## src/rtl/store_rmw_ctrl.sv

```systemverilog
`default_nettype none
// ============================================================================
//  Module   : store_rmw_ctrl
//  Purpose  : Store sequencer placed directly ahead of the memory write port.
//             Word stores (sw) issue a single write. Halfword (sh) and byte
//             (sb) stores read the addressed word, merge the new low
//             halfword/byte into it and write the merged word back.
//             busy stalls the control unit for the whole transaction; done
//             pulses for one cycle once the store has landed.
//  Ports    : clk         - clock, rising edge
//             reset_n     - asynchronous active-low reset
//             start       - store request, sampled only in IDLE
//             store_type  - 1x = word, 01 = halfword, 00 = byte
//             addr        - store address (passed through unmodified)
//             store_data  - source register value
//             mem_rdata   - memory read data
//             mem_addr    - memory address (0 outside READ/WRITE)
//             mem_wr      - memory write strobe (WRITE state only)
//             mem_wdata   - memory write data (merge register in WRITE, else 0)
//             busy        - transaction in progress (READ/WRITE)
//             done        - one-cycle completion pulse (DONE state)
//  Params   : RD_WAIT     - memory read latency in cycles, 1..15
//  Revision : 1.0 - initial release
// ============================================================================
module store_rmw_ctrl #(
  parameter int RD_WAIT = 1
) (
  input  logic        clk,
  input  logic        reset_n,
  input  logic        start,
  input  logic [1:0]  store_type,
  input  logic [31:0] addr,
  input  logic [31:0] store_data,
  input  logic [31:0] mem_rdata,
  output logic [31:0] mem_addr,
  output logic        mem_wr,
  output logic [31:0] mem_wdata,
  output logic        busy,
  output logic        done
);

  // 4-bit wait counter compare value; legal latency range is 1..15.
  localparam logic [3:0] c_rd_wait = 4'(RD_WAIT);

  typedef enum logic [1:0] {
    ST_IDLE  = 2'd0,
    ST_READ  = 2'd1,
    ST_WRITE = 2'd2,
    ST_DONE  = 2'd3
  } state_t;

  state_t      r_state;
  logic [31:0] r_addr;
  logic [31:0] r_data;
  logic [1:0]  r_type;
  logic [3:0]  r_cnt;
  logic [31:0] r_merge;

  // Merged word: upper bits come from memory, new data always lands in the
  // low lanes regardless of addr[1:0] (no lane steering).
  logic [31:0] w_merged;

  always_comb begin
    w_merged = 32'd0;
    if (r_type[0]) begin
      w_merged = {mem_rdata[31:16], r_data[15:0]};
    end else begin
      w_merged = {mem_rdata[31:8], r_data[7:0]};
    end
  end

  // --------------------------------------------------------------------------
  // Sequencer
  // --------------------------------------------------------------------------
  always_ff @(posedge clk or negedge reset_n) begin
    if (!reset_n) begin
      r_state <= ST_IDLE;
      r_addr  <= 32'd0;
      r_data  <= 32'd0;
      r_type  <= 2'd0;
      r_cnt   <= 4'd0;
      r_merge <= 32'd0;
    end else begin
      case (r_state)
        ST_IDLE: begin
          if (start) begin
            r_addr <= addr;
            r_data <= store_data;
            r_type <= store_type;
            if (store_type[1]) begin
              // Word store needs no read: the source value is the write data.
              r_merge <= store_data;
              r_state <= ST_WRITE;
            end else begin
              r_cnt   <= 4'd0;
              r_state <= ST_READ;
            end
          end
        end

        ST_READ: begin
          r_cnt <= r_cnt + 4'd1;
          // Counter runs 0..RD_WAIT, so READ lasts RD_WAIT+1 cycles and the
          // read data is captured in the last of them.
          if (r_cnt == c_rd_wait) begin
            r_merge <= w_merged;
            r_state <= ST_WRITE;
          end
        end

        ST_WRITE: begin
          r_state <= ST_DONE;
        end

        ST_DONE: begin
          // start is deliberately not sampled here.
          r_state <= ST_IDLE;
        end

        default: begin
          r_state <= ST_IDLE;
        end
      endcase
    end
  end

  // --------------------------------------------------------------------------
  // Moore output decode: functions of state and registers only, so every
  // output drops to zero the moment reset is asserted.
  // --------------------------------------------------------------------------
  logic w_in_read;
  logic w_in_write;

  assign w_in_read  = (r_state == ST_READ);
  assign w_in_write = (r_state == ST_WRITE);

  assign busy      = w_in_read | w_in_write;
  assign done      = (r_state == ST_DONE);
  assign mem_wr    = w_in_write;
  assign mem_addr  = (w_in_read | w_in_write) ? r_addr : 32'd0;
  assign mem_wdata = w_in_write ? r_merge : 32'd0;

endmodule
`default_nettype wire
```

## config.mk

```make
export PLATFORM = sky130hd
export DESIGN_NAME = store_rmw_ctrl
export DESIGN_NICKNAME = d
export VERILOG_FILES = /design/src/rtl/store_rmw_ctrl.sv
export SDC_FILE = /design/constraint.sdc
export NUM_CORES = 1
export LEC_CHECK = 0
export CAP_MARGIN = 20
export CORE_MARGIN = 5
export CORE_UTILIZATION = 49
export CTS_BUF_LIST = sky130_fd_sc_hd__clkbuf_4 sky130_fd_sc_hd__clkbuf_8
export DETAILED_ROUTE_END_ITERATION = 16
export GPL_TIMING_DRIVEN = 0
export PLACE_DENSITY = 0.95
export SLEW_MARGIN = 25
export SYNTH_ARGS = -nofsm -noshare
export SYNTH_HDL_FRONTEND = slang
export SYNTH_SLANG_ARGS = --single-unit
```

## constraint.sdc

```tcl
create_clock -name clk -period 4.8 [get_ports clk]
set_clock_uncertainty 0.15 [all_clocks]
set_input_delay 0.72 -clock clk [delete_from_list [all_inputs] [get_ports clk]]
set_output_delay 0.72 -clock clk [all_outputs]
set_load 0.05 [all_outputs]
```

[After elaboration in Yosys (flattened, before gate mapping)]
Cells that the tools add are included.
W data, S select, Z words.
Storage, ports and cells
  memory bits (read-only): 0
  memories kept: 0
  latch bits: 0
  output and inout port bits: 67
  memory bits (writable): 0
  flip-flop bits (word level): 87
Operators by class
  shift-type cells: 0
  equality and inequality tests: 8
  multipliers: 0
  reduce and logical (&&, ||, !) cells: 6
  bitwise logic cells: 1
  order comparisons: 0
  add/subtract/negate cells: 1
  multiplexer cells: 14
  div/mod/pow operators: 0
Operators with widths (count)
  $mux W32: 5
  $pmux W32 S2: 1
  $mux W16: 1
  $mux W4: 2
  $pmux W2 S4: 1
  $pmux W4 S2: 1
  $mux W2: 3
  $ne A2 B2 Y1 const B: 3
  $add A4 B1 Y4 const B: 1
  $eq A2 B2 Y1 const B: 2
  $eq A4 B1 Y1 const B: 1
  $reduce_and A2 Y1: 2
  $reduce_and A4 Y1: 1
  $reduce_and A3 Y1: 1
  $eq A2 B1 Y1 const B: 1
  $logic_not A2 Y1: 1
  $ne A2 B1 Y1 const B: 1
  $reduce_bool A2 Y1: 1
  $or A1 B1 Y1: 1

[Depth between registers and ports, before layout]
Gate-level depths: netlist of run 1.
  depth in word-level cells: 3
  depth in mapped cells: 8

[Worst setup path before layout of run 1]
No wires, ideal clock.
  path type: register to output
  start: register r_state[0]
  end: output port mem_addr[10]
  cell stages (with the launch flop): 5
  slack: 2.165 ns
  path buffers: 1
  data arrival time: 1.765 ns
  required time: 3.930 ns
  cells stage by stage: dfrtp_1 inv_1 ha_1 clkbuf_1 and2_1
Between the ends
  cells in the longest elaborated chain, start to end: 3
  elaborated cells on any way between the ends: 4
  those cells by class: 2 x eq/ne; 1 x mux; 1 x bitwise
RTL lines
  start, declared: RTL line 52  | state_t r_state;
  start signal, assigned: RTL line 77  | r_state <= ST_IDLE;
  start signal, assigned: RTL line 93  | r_state <= ST_WRITE;
  start signal, assigned: RTL line 96  | r_state <= ST_READ;
  $eq A2 B1 Y1 / $eq A2 B2 Y1 (equally long branches): RTL line 134, 135
  $or A1 B1 Y1 *
  named net busy: RTL line 38  | output logic busy,
  $mux W32 *: RTL line 140  | assign mem_addr = (w_in_read | w_in_write) ? r_addr : 32'd0;
  end, declared: RTL line 35  | output logic [31:0] mem_addr,
The timed path passes the listed nets; every way through them passes the cells marked *.

[Worst setup path after layout of run 1]
  start: register r_state[0]
  end: output port mem_addr[18]
Between the ends
  cells in the longest elaborated chain, start to end: 3
  elaborated cells on any way between the ends: 4
  those cells by class: 2 x eq/ne; 1 x mux; 1 x bitwise
RTL lines (RTL line)
  $eq A2 B1 Y1 / $eq A2 B2 Y1 (equally long branches): 134, 135
  $or A1 B1 Y1 *: 140
  $mux W32 *: 140
Mark *: on every way between the ends. The rest lies on a longest branch, timed or not.

==> summary.md, run 1 <==
| Metric | Value |
|---|---|
| Ys async rst share | `100%` |
| Unrepaired setup endpoints after global routing | `no` |
| Worst slew margin | `60.3%` |
| Critical path type | `reg -> out` |
| Post-DR vias/cell | `5.17` |
| WL/cell | `16.7 um` |
| Clock sink count | `87` |
| Initial DRT Pass Iterations | `4` |
| Seq pwr share | `25.0%` |
| Combinational power share | `65.0%` |
| Worst endpoint data arrival time | `2.62 ns` |
| Detailed Place HPWL | `8.72 mm` |
| PwrDens | `817 nW/um^2` |
| Switch Pwr | `0.00251 W` |
| Worst Tran Pin Value | `0.596 ns` |
| Period utilisation layout | `72.7%` |
| # hold bufs at CTS | `0` |
| Final core utilization | `72.7%` |
| Crit Path Max Fanout | `10` |
| Lkg Pwr | `2.68 nW` |
| Die Y-Extent | `104 um` |
| Total GRT Usage | `21.1%` |
| Fin crit period | `3.49 ns` |
| Most common cell after layout, fill and taps aside | `clkdlybuf4s50_1` |
| Largest net degree at the start of global routing | `57` |
| Cell Area, Placed | `6110 sq um` |
| Gr ovfl total | `0` |
| Syn Nets | `490` |
| Synthesized instance count | `382` |
| Synth Cell Area | `4350 sq um` |
| H-tree Lvls | `3` |
| Clock Path Buffers | `2` |
| Antenna violations before repair | `0` |
| Die width | `104 um` |
| Post-CTS Resized | `0` |
| Startpoint types | `flip-flop` |
| Run status | `complete, no violations` |
| Max Transition Viols Final | `0` |
| Clock root buffer | `clkbuf_8` |
| I/O pin total | `168` |
| Post-synth EDFFs | `0` |
| Met3 WL | `914 um` |
| FF-to-FF path depth | `6` |
| Later-pin clock latency in the skew report | `0.35 ns` |
| Top Metal Used | `met4` |
| Max Cap Violations | `0` |
| Synthesized flop and latch total | `87` |
| First-pass GRT wire length | `18.5 mm` |
| Cells after DPL | `650` |
| Synth-to-layout area growth | `44.9%` |
| Syn_area_per_cell | `11.4 sq um` |
| Met1 WL | `4.21 mm` |
| Setup TNS | `0 ns` |
| Drt total wl | `11.1 mm` |
| Num CTS Buffers | `9` |
| Worst-path clk slew | `0.09 ns` |
| N_diodes | `0` |
| Internal | `0.00264 W` |
| Net Sw Frac | `48.7%` |
| Share of the yosys chip area belonging to registers | `50.0%` |
| DR iter-0 viols | `73` |
| Critical Path RT | `3.93 ns` |
| Commonest non-fill, non-tap cells in the layout | `158 x clkdlybuf4s50_1, 87 x dfrtp_1, 66 x and2_1` |
| DRC | `0` |
| Row cnt | `34` |
| Cell variety after synth | `26` |
| Yosys warnings | `0` |
| Design Area, Final | `6310 sq um` |
| Clock power frac | `10.1%` |
| Buffers on Ports | `159` |
| Starting Density | `50.2%` |
| Post-CTS Setup Repair Bufs | `0` |
| Die area | `10900 sq um` |
| Vias in the first global route | `3760` |
| Final setup violation count | `0` |
| Final-stage net count | `661` |
| HP Class | `in -> async` |
| Fmax | `287 MHz` |
| Share of layout cells above drive strength 1 | `19.0%` |
| Global placer's final weighted congestion | `0.860` |
| DRT antenna net count | `0` |
| Via count | `3446` |
| Worst VDD drop | `0.000657 V` |
| TritonCTS clock tree | `yes` |
| Finished Layout Cells | `666` |
| Final Hold Fails | `0` |
| Core ar. | `8680 sq um` |
| Post-synth top flop | `dfrtp_1` |
| CP endpoint kind | `output pin` |
| Met2 wire len | `5.78 mm` |
worst max-delay path, stage by stage (launching register included):
cell	delay, ns
dfrtp_1	0.42
inv_1	0.10
ha_1	0.44
clkbuf_1	0.31
and2_1	0.19
clkdlybuf4s50_1	0.81
registers in the layout, indices dropped and copies added (netlist names):
name and cells:
r_state 2, r_merge 32, r_type 1, r_data 16, r_addr 32, r_cnt 4
power groups by stage:
stage	registers, W	logic (W)	clock network [W]
5_1_grt	0.00133	0.00358	0.000566
6_report	0.00129	0.00335	0.000519
3_5_place_dp	0.00130	0.00337	0
3_3_place_gp	0.00126	0.00330	0
2_1_floorplan	0.00123	0.00239	0
4_1_cts	0.00129	0.00339	0.000537
path summary, 6_finish.rpt:
| kind | startpoint | to | slack [ns] |
|---|---|---|---|
| hold / removal | reset_n | r_addr[16] | 0.15 |
| min in group clk | r_merge[18] | r_merge[18] | 0.32 |
| setup reg to reg | r_state[0] | r_data[2] | 2.55 |
| setup / recovery | r_state[0] | mem_addr[18] | 1.31 |
| hold reg to reg | r_merge[18] | r_merge[18] | 0.32 |
| max in group asynchronous | reset_n | r_merge[1] | 3.73 |
Yosys cell counts (5+ instances only):
cell type	count	area, sq um
o21ai_0	15	75.1
buf_2	6	30.0
mux2i_1	34	340
mux2_2	49	552
and2_1	66	413
o21ai_2	26	228
nand2_1	43	161
ha_1	7	87.6
clkbuf_1	10	37.5
dfrtp_1	87	2180
buf_6	6	67.6
a21oi_1	5	25.0
layout make-up:
| type | count | area, sq um |
|---|---|---|
| fillers | 623 | 2370 |
| flip-flops and latches | 87 | 2180 |
| multi-input cells | 267 | 2010 |
| repair buffers | 160 | 1620 |
| plain buffers | 24 | 154 |
| well taps | 108 | 135 |
| clock buffers | 10 | 131 |
| clock inverters | 6 | 70.1 |
| inverters | 4 | 15.0 |
per-layer routing:
metal	up-vias	track usage [%]
li1	1632	-
met1	1673	23.3
met2	123	36.9
met3	18	7.51
met5	-	0
met4	0	8.23
metrics by stage:
step	total power [W]	hold slack, ns	setup slack (ns)
after global routing	0.00548	0.167	1.12
final	0.00516	0.154	1.31
after global placement	0.00456	0.302	-0.142
after detailed placement	0.00467	0.308	1.67
after CTS	0.00521	0.149	1.27
after floorplan	0.00362	0.274	2.16
logic make-up after synthesis:
| group | count (synthesis) | share of synthesized area, % |
|---|---|---|
| DFF | 87 | 50.0 |
| adders and majority gates | 7 | 2.01 |
| muxes | 83 | 20.5 |
| buffers and inverters | 28 | 3.88 |
| and+or+nand+nor | 126 | 15.4 |
| AOI/OAI and AO/OA | 51 | 8.19 |
(Power assumes the default switching activity.)
==> inputs of run 2 (changes only) <==
CORE_UTILIZATION = 46   (was 49)
clock period = 3.6 ns   (was 4.8 ns; I/O delays follow)
==> run 2 against run 1 <==
Combinational power up 33%. Final cell count up 3.2%. Design area up 0.81%. Highest routed layer unchanged. First-iteration DRC count up 34%. Die area up 5.9%. Clock-buffer cell count up 1. Clock power up 49%. Register-to-register slack worse by 1.2 ns. Critical endpoint is now mem_wdata[24]. Global-route usage down 1.0 points. Power up 35%. Non-clock buffer count unchanged. Via count down 1.3%.
==> summary.md, run 2 (same netlist as run 1, synthesis figures left out) <==
| Metric | Value |
|---|---|
| Worst endpoint data arrival time | `2.64 ns (+0.02 ns)` |
| # hold bufs at CTS | `0 (unchanged)` |
| Critical Path RT | `2.91 ns (-1.02 ns)` |
| Post-CTS Setup Repair Bufs | `0 (unchanged)` |
| Global placer's final weighted congestion | `0.800 (-6.9%)` |
| Most common cell after layout, fill and taps aside | `clkdlybuf4s50_1` |
| Die Y-Extent | `107 um (+2.9%)` |
| Gr ovfl total | `0 (unchanged)` |
| Die area | `11500 sq um (+5.9%)` |
| Crit Path Max Fanout | `10 (unchanged)` |
| DR iter-0 viols | `98 (+34%)` |
| Max Cap Violations | `0 (unchanged)` |
| Lkg Pwr | `2.70 nW (+0.76%)` |
| Final core utilization | `68.8% (-3.9 points)` |
| Run status | `complete, no violations` |
| HP Class | `in -> async` |
| Clock sink count | `87 (unchanged)` |
| Drt total wl | `11.2 mm (+0.69%)` |
| Later-pin clock latency in the skew report | `0.36 ns (about the same)` |
| Antenna violations before repair | `0 (unchanged)` |
| Seq pwr share | `24.6% (-0.4 points)` |
| Commonest non-fill, non-tap cells in the layout | `158 x clkdlybuf4s50_1, 87 x dfrtp_1, 66 x and2_1` |
| Clock power frac | `11.1% (+1.0 points)` |
| Post-CTS Resized | `0 (unchanged)` |
| Total Power | `0.00695 W (+35%)` |
| Fill count | `693 (+11%)` |
| Detailed Place HPWL | `8.67 mm (-0.53%)` |
| Worst-path clk slew | `0.09 ns (about the same)` |
| Via count | `3402 (-1.3%)` |
| Area taken by flip-flops and latches | `2180 sq um (unchanged)` |
| Startpoint types | `flip-flop` |
| DRC | `0 (unchanged)` |
| Final-stage net count | `661 (unchanged)` |
| Combinational power share | `64.3% (-0.7 points)` |
| Final setup violation count | `0 (unchanged)` |
| Worst slew margin | `58.5% (-1.7 points)` |
| Post-DR vias/cell | `4.95 (-4.3%)` |
| N_diodes | `0 (unchanged)` |
| Buffers on Ports | `159 (unchanged)` |
| Internal | `0.00361 W (+37%)` |
| Max Transition Viols Final | `0 (unchanged)` |
| First-pass GRT wire length | `18.3 mm (-1.4%)` |
| CP endpoint kind | `output pin` |
| Switch Pwr | `0.00334 W (+33%)` |
| PwrDens | `1090 nW/um^2 (+34%)` |
| Worst VDD drop | `0.00103 V (+57%)` |
| Area occupied by multi-input gates | `2010 sq um (unchanged)` |
| DRT antenna net count | `0 (unchanged)` |
| Clock Path Buffers | `2 (unchanged)` |
| Net Sw Frac | `48.0% (-0.68 points)` |
| Initial DRT Pass Iterations | `4 (unchanged)` |
| TritonCTS clock tree | `yes` |
| Largest net degree at the start of global routing | `48 (-16%)` |
| Critical path type | `reg -> out` |
| Synth-to-layout area growth | `46.0%` |
| Fmax | `301 MHz` |
| Die width | `107 um (+2.9%)` |
| Core ar. | `9240 sq um (+6.5%)` |
| Total GRT Usage | `20.1% (-1.0 points)` |
| Worst reg2reg startpoint | `r_state[1]` |
| Top Registers | `r_addr (32), r_merge (32), r_data (16)` |
| Final Hold Fails | `0 (unchanged)` |
| I/O pin total | `168 (unchanged)` |
| Starting Density | `47.1% (-3.1 points)` |
| WL/cell | `16.3 um (-2.4%)` |
| Share of layout cells above drive strength 1 | `19.0% (unchanged)` |
| Crit. Startpoint | `r_state[0]` |
| Row cnt | `35 (+2.9%)` |
| Period utilisation layout | `92.4%` |
| Clock root buffer | `clkbuf_8` |
| Vias in the first global route | `3787 (+0.72%)` |
| H-tree Lvls | `3 (unchanged)` |
| Flop-to-flop setup slack | `1.39 ns (-1.16 ns)` |
| Worst Tran Pin Value | `0.622 ns (+0.0260 ns)` |
| Unrepaired setup endpoints after global routing | `no` |
| Fin crit period | `3.33 ns` |
| Num CTS Buffers | `9 (unchanged)` |
run 2: cell types whose count changed in the layout (fill, tap and decap cells not counted):
cell / before / now
inv_6: 1 / 0
clkbuf_8: 9 / 10
clkinvlp_4: 3 / 1
bufinv_16: 1 / 2
clkinv_2: 0 / 1
run 2: worst paths after layout:
| check | endpoint | cells past startpoint |
|---|---|---|
| max | mem_wdata[24] | 5 |
| min | r_addr[12] | 1 |
| max reg2reg | r_data[2] | 6 |
| min reg2reg | r_merge[21] | 2 |
| max in group asynchronous | r_data[10] | 2 |
| min in group clk | r_merge[21] | 2 |
run 2: layout make-up:
type                       instances  area share, %
buffer                            24           2.42
clock buffer                      11           2.28
clock inverter                     5           1.28
inverter                           4          0.236
multi-input combinational        267           31.6
sequential                        87           34.2
tap                              129           2.54
timing repair buffer             160           25.4
run 2: layer usage:
layer | up-vias | global-route usage [%] | share of wire [%]
met5 | - | 0 | 0
met4 | 0 | 6.48 | 1.9
met3 | 19 | 8.10 | 8.7
met2 | 117 | 35.0 | 51
met1 | 1634 | 22.3 | 39
li1 | 1632 | - | -
run 2: stage by stage:
stage | setup TNS, ns | std cells | hold WS, ns | cell area [sq um] | setup WS [ns]
after global routing | 0 | 687 | 0.0504 | 6360 | 0.108
after floorplan | 0 | 382 | 0.0944 | 4350 | 1.14
after global placement | -102.76 | 670 | 0.303 | 6110 | -1.19
final | 0 | 687 | 0.0130 | 6360 | 0.274
after detailed placement | 0 | 671 | 0.307 | 6130 | 0.635
after CTS | 0 | 687 | 0.0306 | 6360 | 0.242
run 2: critical path: stages (launching register included):
cell             delay, ns
dfrtp_1               0.42
inv_1                 0.13
ha_1                  0.40
clkbuf_1              0.34
and2_1                0.19
clkdlybuf4s50_1       0.80
run 2: power groups by stage:
| stage | Sequential, W | Clock (W) | Combinational (W) |
|---|---|---|---|
| 6_report | 0.00171 | 0.000773 | 0.00447 |
| 5_1_grt | 0.00177 | 0.000830 | 0.00476 |
| 4_1_cts | 0.00170 | 0.000782 | 0.00452 |
| 3_5_place_dp | 0.00173 | 0 | 0.00450 |
| 3_3_place_gp | 0.00169 | 0 | 0.00439 |
| 2_1_floorplan | 0.00164 | 0 | 0.00319 |
